$ cat config.mk
export PLATFORM = sky130hd
export DESIGN_NAME = alarm_sequencer
export DESIGN_NICKNAME = d
export VERILOG_FILES = /design/src/rtl/alarm_sequencer.sv
export SDC_FILE = /design/constraint.sdc
export NUM_CORES = 1
export LEC_CHECK = 0
export ABC_AREA = 1
export CORE_MARGIN = 1
export CORE_UTILIZATION = 49
export DETAILED_ROUTE_END_ITERATION = 8
export PLACE_DENSITY = 0.86
export RECOVER_POWER = 25
export SYNTH_ARGS = -nofsm -noshare
export SYNTH_HDL_FRONTEND = slang
export SYNTH_SLANG_ARGS = --single-unit
$ cat constraint.sdc
create_clock -name clk -period 1.9 [get_ports clk]
set_input_delay 0.285 -clock clk [delete_from_list [all_inputs] [get_ports clk]]
set_output_delay 0.285 -clock clk [all_outputs]
set_load 0.03 [all_outputs]
$ cat src/rtl/alarm_sequencer.sv
`default_nettype none
// alarm_sequencer: exit/entry/siren sequencing from one shared countdown timer,
// with synchronized, enable-masked zone inputs.  Rev 1.0
module alarm_sequencer #(
  parameter int ZONES     = 4,
  parameter int CNT_W     = 16,
  parameter int EXIT_CYC  = 100,
  parameter int ENTRY_CYC = 50,
  parameter int SIREN_CYC = 200
) (
  input  logic             clk,
  input  logic             reset,
  input  logic             arm,
  input  logic             disarm,
  input  logic [ZONES-1:0] zone,
  input  logic [ZONES-1:0] zone_en,
  output logic [2:0]       state,
  output logic             siren,
  output logic             armed_led,
  output logic [ZONES-1:0] alarm_zone,
  output logic [CNT_W-1:0] tmr_cnt
);

  typedef enum logic [2:0] {
    DISARMED = 3'd0,
    EXIT     = 3'd1,
    ARMED    = 3'd2,
    ENTRY    = 3'd3,
    ALARM    = 3'd4
  } state_t;

  localparam logic [CNT_W-1:0] EXIT_LD  = CNT_W'(EXIT_CYC - 1);
  localparam logic [CNT_W-1:0] ENTRY_LD = CNT_W'(ENTRY_CYC - 1);
  localparam logic [CNT_W-1:0] SIREN_LD = CNT_W'(SIREN_CYC - 1);
  localparam logic [CNT_W-1:0] ONE      = CNT_W'(1);

  state_t           cur_state, nxt_state;
  logic [ZONES-1:0] sync1, sync2, zs;
  logic             hit;
  logic [CNT_W-1:0] tmr_nxt;
  logic [ZONES-1:0] az_nxt;

  assign zs    = sync2 & zone_en;
  assign hit   = |zs;
  assign state = cur_state;

  always_comb begin
    nxt_state = cur_state;
    tmr_nxt   = '0;
    az_nxt    = alarm_zone;
    if (disarm) begin
      nxt_state = DISARMED;
    end else begin
      case (cur_state)
        DISARMED: begin
          if (arm) begin
            nxt_state = EXIT;
            tmr_nxt   = EXIT_LD;
            az_nxt    = '0;
          end
        end
        EXIT: begin
          if (tmr_cnt == '0) nxt_state = ARMED;
          else               tmr_nxt   = tmr_cnt - ONE;
        end
        ARMED: begin
          if (hit) begin
            nxt_state = ENTRY;
            tmr_nxt   = ENTRY_LD;
            az_nxt    = alarm_zone | zs;
          end
        end
        ENTRY: begin
          az_nxt = alarm_zone | zs;
          if (tmr_cnt == '0) begin
            nxt_state = ALARM;
            tmr_nxt   = SIREN_LD;
          end else begin
            tmr_nxt = tmr_cnt - ONE;
          end
        end
        ALARM: begin
          az_nxt = alarm_zone | zs;
          // Expiry re-arms; a still-tripped zone re-enters ENTRY from ARMED.
          if (tmr_cnt == '0) nxt_state = ARMED;
          else               tmr_nxt   = tmr_cnt - ONE;
        end
        default: nxt_state = DISARMED;
      endcase
    end
  end

  always_ff @(posedge clk or negedge reset) begin
    if (!reset) begin
      sync1      <= '0;
      sync2      <= '0;
      cur_state  <= DISARMED;
      tmr_cnt    <= '0;
      alarm_zone <= '0;
      siren      <= 1'b0;
      armed_led  <= 1'b0;
    end else begin
      sync1      <= zone;
      sync2      <= sync1;
      cur_state  <= nxt_state;
      tmr_cnt    <= tmr_nxt;
      alarm_zone <= az_nxt;
      siren      <= (nxt_state == ALARM);
      armed_led  <= (nxt_state != DISARMED);
    end
  end

endmodule
`default_nettype wire

## Word-level counts from Yosys, hierarchy flattened

Index checks and enable logic that the tools add are counted.

- Bits in writable memories: 0
- Memories kept: 0
- Bits in registers: 33
- Bits of input ports: 12
- Latch bits: 0
- Output and inout port bits: 25
- Bits in read-only memories: 0
- Word-level logic and storage cells: 41

- $add $sub $neg: 1
- $lt $le $gt $ge: 0
- Mux-type cells: 15
- Equality and inequality tests: 7
- Div/mod/pow operators: 0
- Reduce and logical (&&, ||, !) cells: 8
- Multiply operators: 0
- Bitwise operators: 3
- Shift-type cells: 0

Operators by type and width:

| cell | count |
|---|---|
| $pmux W16 S4 | 1 |
| $mux W16 | 3 |
| $logic_not A16 Y1 | 1 |
| $sub A16 B1 Y16 const B | 1 |
| $mux W3 | 5 |
| $pmux W3 S4 | 1 |
| $pmux W4 S3 | 1 |
| $mux W4 | 2 |
| $mux W7 | 1 |
| $eq A3 B2 Y1 const B | 2 |
| $eq A3 B3 Y1 const B | 2 |
| $mux W6 | 1 |
| $reduce_bool A3 Y1 | 2 |
| $and A4 B4 Y4 | 1 |
| $ne A2 B2 Y1 const B | 2 |
| $or A4 B4 Y4 | 1 |
| $reduce_and A4 Y1 | 1 |
| $reduce_or A2 Y1 | 2 |
| $reduce_or A4 Y1 | 1 |
| $eq A3 B1 Y1 const B | 1 |
| $logic_not A3 Y1 | 1 |
| $not A1 Y1 | 1 |

## Logic depth before layout (Yosys ltp)

- Word-level depth: 6
- Depth in mapped cells: 9
- Depth with buffers taken out: 9

## Least setup slack after synthesis

Ideal clock, no wire load.

- Kind: flip-flop to flip-flop
- From: reg tmr_cnt[0]
- To: reg tmr_cnt[4]
- Cell stages (with the launch flop): 9
- Setup slack: 0.326 ns
- Data arrival time: 1.445 ns
- Required time: 1.771 ns
- Setup time: 0.129 ns
- Cell sequence: dfrtp_1 -> inv_1 -> ha_1 -> nand2_2 -> nor2_2 -> nand2_1 -> nand2_2 -> buf_6 -> o22ai_2

- Word-level cells in the longest chain between the ends: 4
- Elaborated cells on any way between the ends: 6
- Those cells by class: add/sub: 1; mux: 4; reduce/logical: 1

RTL lines:

| element | line | RTL |
|---|---|---|
| from (decl) | 21 | `output logic [CNT_W-1:0] tmr_cnt` |
| from (signal assigned) | 106 | `tmr_cnt <= tmr_nxt;` |
| $sub A16 B1 Y16 / $logic_not A16 Y1 (equally long branches) | - |  |
| $mux W16, on equally long branches | 63, 85, 75 |  |
| $pmux W16 S4 * | 54 | `case (cur_state)` |
| $mux W16 * | 51 | `if (disarm) begin` |
| via tmr_nxt[4] | 40 | `logic [CNT_W-1:0] tmr_nxt;` |

Mark *: on every way through the listed nets, which the timed path passes. The rest lies on a longest branch.
A chain may end at the register's enable or synchronous reset.

## Worst setup path after layout

- From: reg cur_state[2] (netlist: state[2])
- To: out state[2]

RTL lines:

| element | line | RTL |
|---|---|---|
| from (decl) | 37 | `state_t cur_state, nxt_state;` |
| from (signal assigned) | 105 | `cur_state <= nxt_state;` |
| to (decl) | 17 | `output logic [2:0] state,` |

No word-level cell between the ends.

==> impl_metrics.csv <==
group,metric,value,unit
cells_and_area,nFillCells,253,
synth,synthAdderAreaFrac,0.00781,
sta,worst_slew_pin_slew,798,ps
drt,via_count,1342,
sta,fmax,549,MHz
sta,finalSetupViolations,0,
critical_path,cp.depth,1,
die,dieArea,3500,um2
critical_path,start_kind,"flip-flop",
clock_network,h-tree-depth,2,
clock_network,cts_tree,"built",
outcome,status,"completed",
cells_and_area,drive_above_1_share,0.132,
synth,synth_compound_area_frac,0.0555,
sta,grt_setup_unrepaired,"no",
power,power.density,1940,nW/um2
placement,dp.cells,270,
die,coreArea,3080,um2
cells_and_area,final_common_cell,"nand2_1",
drt,drt_pass1_iterations,4,
synth,async_flop_share,1.00,
critical_path,slowest_stage,"clkdlybuf4s50_1",
die,placementRows,20,
global_route,grt_pass1_wl,5600,um
drt,wl_per_cell,12.1,um
power,total_power,4.12,mW
synth,synth_edf_count,0,
synth,synth_top_area_frac,0.516,
critical_path,worstPathArrival,1540,ps
critical_path,r2r_cells,8,
critical_path,end_kind,"output pin",
min_path,hold_path.class,"flip-flop to flip-flop",
flow_run,cap_violations,0,
cells_and_area,antenna_cells,0,
cells_and_area,final_cell_mix,"45 x nand2_1, 33 x dfrtp_1, 30 x clkdlybuf4s50_1, 28 x nor2_1, 21 x inv_1",
sta,finalMaxSlewViolations,0,
synth,synth_seq_area_share,0.516,
global_route,grt_max_degree,34,
synth,syn_nets,202,
synth,ys_types,21,
drt,drt_iter0_drc,33,
global_route,antenna_found_initial,0,
cells_and_area,final_util,0.690,
clock_network,cts_buffer_depth,2,
sta,slew-limit-headroom,0.468,
sta,min_period,1820,ps
synth,synth_simple_gate_area_frac,0.289,
sta,hold_violations,0,
placement,gp_congestion,0.869,
die,fp.dieW,59.2,um
power,p_leak,1.09,nW
critical_path,cp_top_family,"buffers and inverters",
global_route,grt_use_total,0.219,
drt,final_antenna_net_count,0,
critical_path,crit_chain,"clkdlybuf4s50_1",
placement,place_hpwl,2490,um
synth,synth_top_family_by_area,"simple AND/OR/NAND/NOR gates",
critical_path,worst_ep_required_time,1620,ps
placement,io_buffers,36,
critical_path,path_class,"flip-flop to output pin",
synth,synth_area_leaders,"dfrtp_1 52%, nand2_1 11%, nor2_1 6.6%",
min_path,min_path_cells,0,
drt,vias_per_cell,4.83,
synth,synth.largest_area_cell,"dfrtp_1",
clock_network,clock_latency,350,ps
synth,synth_xor_area_frac,0.0711,
synth,ys_seq_elements,33,
synth,syn_area,1600,um2
synth,syn_inst,189,
drt,drcViolationCount,0,
global_route,overflow,0,
synth,synth_area_per_cell,8.47,um2
clock_network,path_clk_slew,110,ps
synth,ys_warn_count,0,
synth,muxShareOfSynthArea,0,
cells_and_area,nets,246,
critical_path,path_max_fanout,6,
sta,setup_ws,79.0,ps
synth,synthFlopType,"dfrtp_1",
die,ios,37,
critical_path,critical_path_buf_inv_count,1,
placement,dp_slack,255,ps
cells_and_area,syn_to_final_growth,32.6,%
power,peakVddDrop,1090,uV
clock_network,cts_root_buf,"clkbuf_4",
drt,routed_wl,3350,um
sta,fin_crit_sh,0.958,
die,die_y,59.2,um
critical_path,max_stage_delay,720,ps
sta,clock_skew,8.51,ps
clock_network,numCtsBuffers,5,
sta,setup-tns-final,0,ps
clock_network,clkSinkCount,33,
global_route,grt_pass1_vias,1251,
die,initial_utilization,0.520,
cells_and_area,final_cells,278,
stage by stage:
step | hold WS, ps | instance area, um2
2_1_floorplan | -10.6 | 1600
3_3_place_gp | 333 | 2020
3_5_place_dp | 336 | 2020
4_1_cts | 338 | 2120
5_1_grt | 379 | 2120
6_report | 359 | 2120
what timing repair did:
action / CTS / global route
endpoints found under the setup margin: 0 / 1
resized for setup: 0 / 1
setup buffers: 0 / 0
hold buffers: 0 / 0
cell usage after synthesis, types with 2 or more instances:
cell / n
inv_1: 21
xnor2_1: 3
xor2_1: 10
nor2_4: 2
o21ai_0: 7
a21oi_1: 7
inv_2: 2
nor3_1: 2
nand4_1: 2
dfrtp_1: 33
nor2_2: 9
nand2_1: 45
nor2_1: 28
nand2_2: 5
nand3_1: 7
report_power, final:
part | switching (mW) | internal (mW) | leakage [nW]
clock network | 0.247 | 0.407 | 0.0552
registers | 0.199 | 0.886 | 0.433
logic | 1.49 | 0.888 | 0.602
total | 1.94 | 2.18 | 1.09
registers in the layout, summed over array words and instances (netlist names):
| register | cells |
|---|---|
| sync1 | 4 |
| siren | 1 |
| tmr_cnt | 16 |
| sync2 | 4 |
| armed_led | 1 |
| alarm_zone | 4 |
| state | 3 |
per-layer routing:
| layer | vias to the layer above | global-route usage | share of wire |
|---|---|---|---|
| met3 | 5 | 0.0415 | 0.056 |
| met1 | 624 | 0.283 | 0.44 |
| met5 | - | 0 | 0 |
| met4 | 0 | 0.116 | 0.018 |
| met2 | 43 | 0.351 | 0.48 |
| li1 | 670 | - | - |
final cells by class:
| class | count | area (um2) | area share |
|---|---|---|---|
| clock buffers | 5 | 37.5 | 0.0177 |
| multi-input cells | 132 | 678 | 0.319 |
| well taps | 44 | 55.1 | 0.0259 |
| inverters | 23 | 86.3 | 0.0407 |
| flip-flops and latches | 33 | 826 | 0.389 |
| repair buffers | 38 | 375 | 0.177 |
| clock inverters | 3 | 65.1 | 0.0306 |
cell families after synthesis:
kind of cell	after synthesis
AOI/OAI and AO/OA	16
xor gates and xnor gates	13
adders and majority gates	1
buffers and inverters	24
DFF	33
and+or+nand+nor	102
worst paths after layout:
check                            from           to  slack [ps]
min                          sync1[3]     sync2[3]         360
min reg2reg                  sync1[3]     sync2[3]         360
min in group asynchronous       reset     sync1[0]         540
max reg2reg                tmr_cnt[0]  tmr_cnt[12]         320
max in group asynchronous       reset   tmr_cnt[3]         850
max                          state[2]     state[2]          80
(Power assumes the default switching activity.)
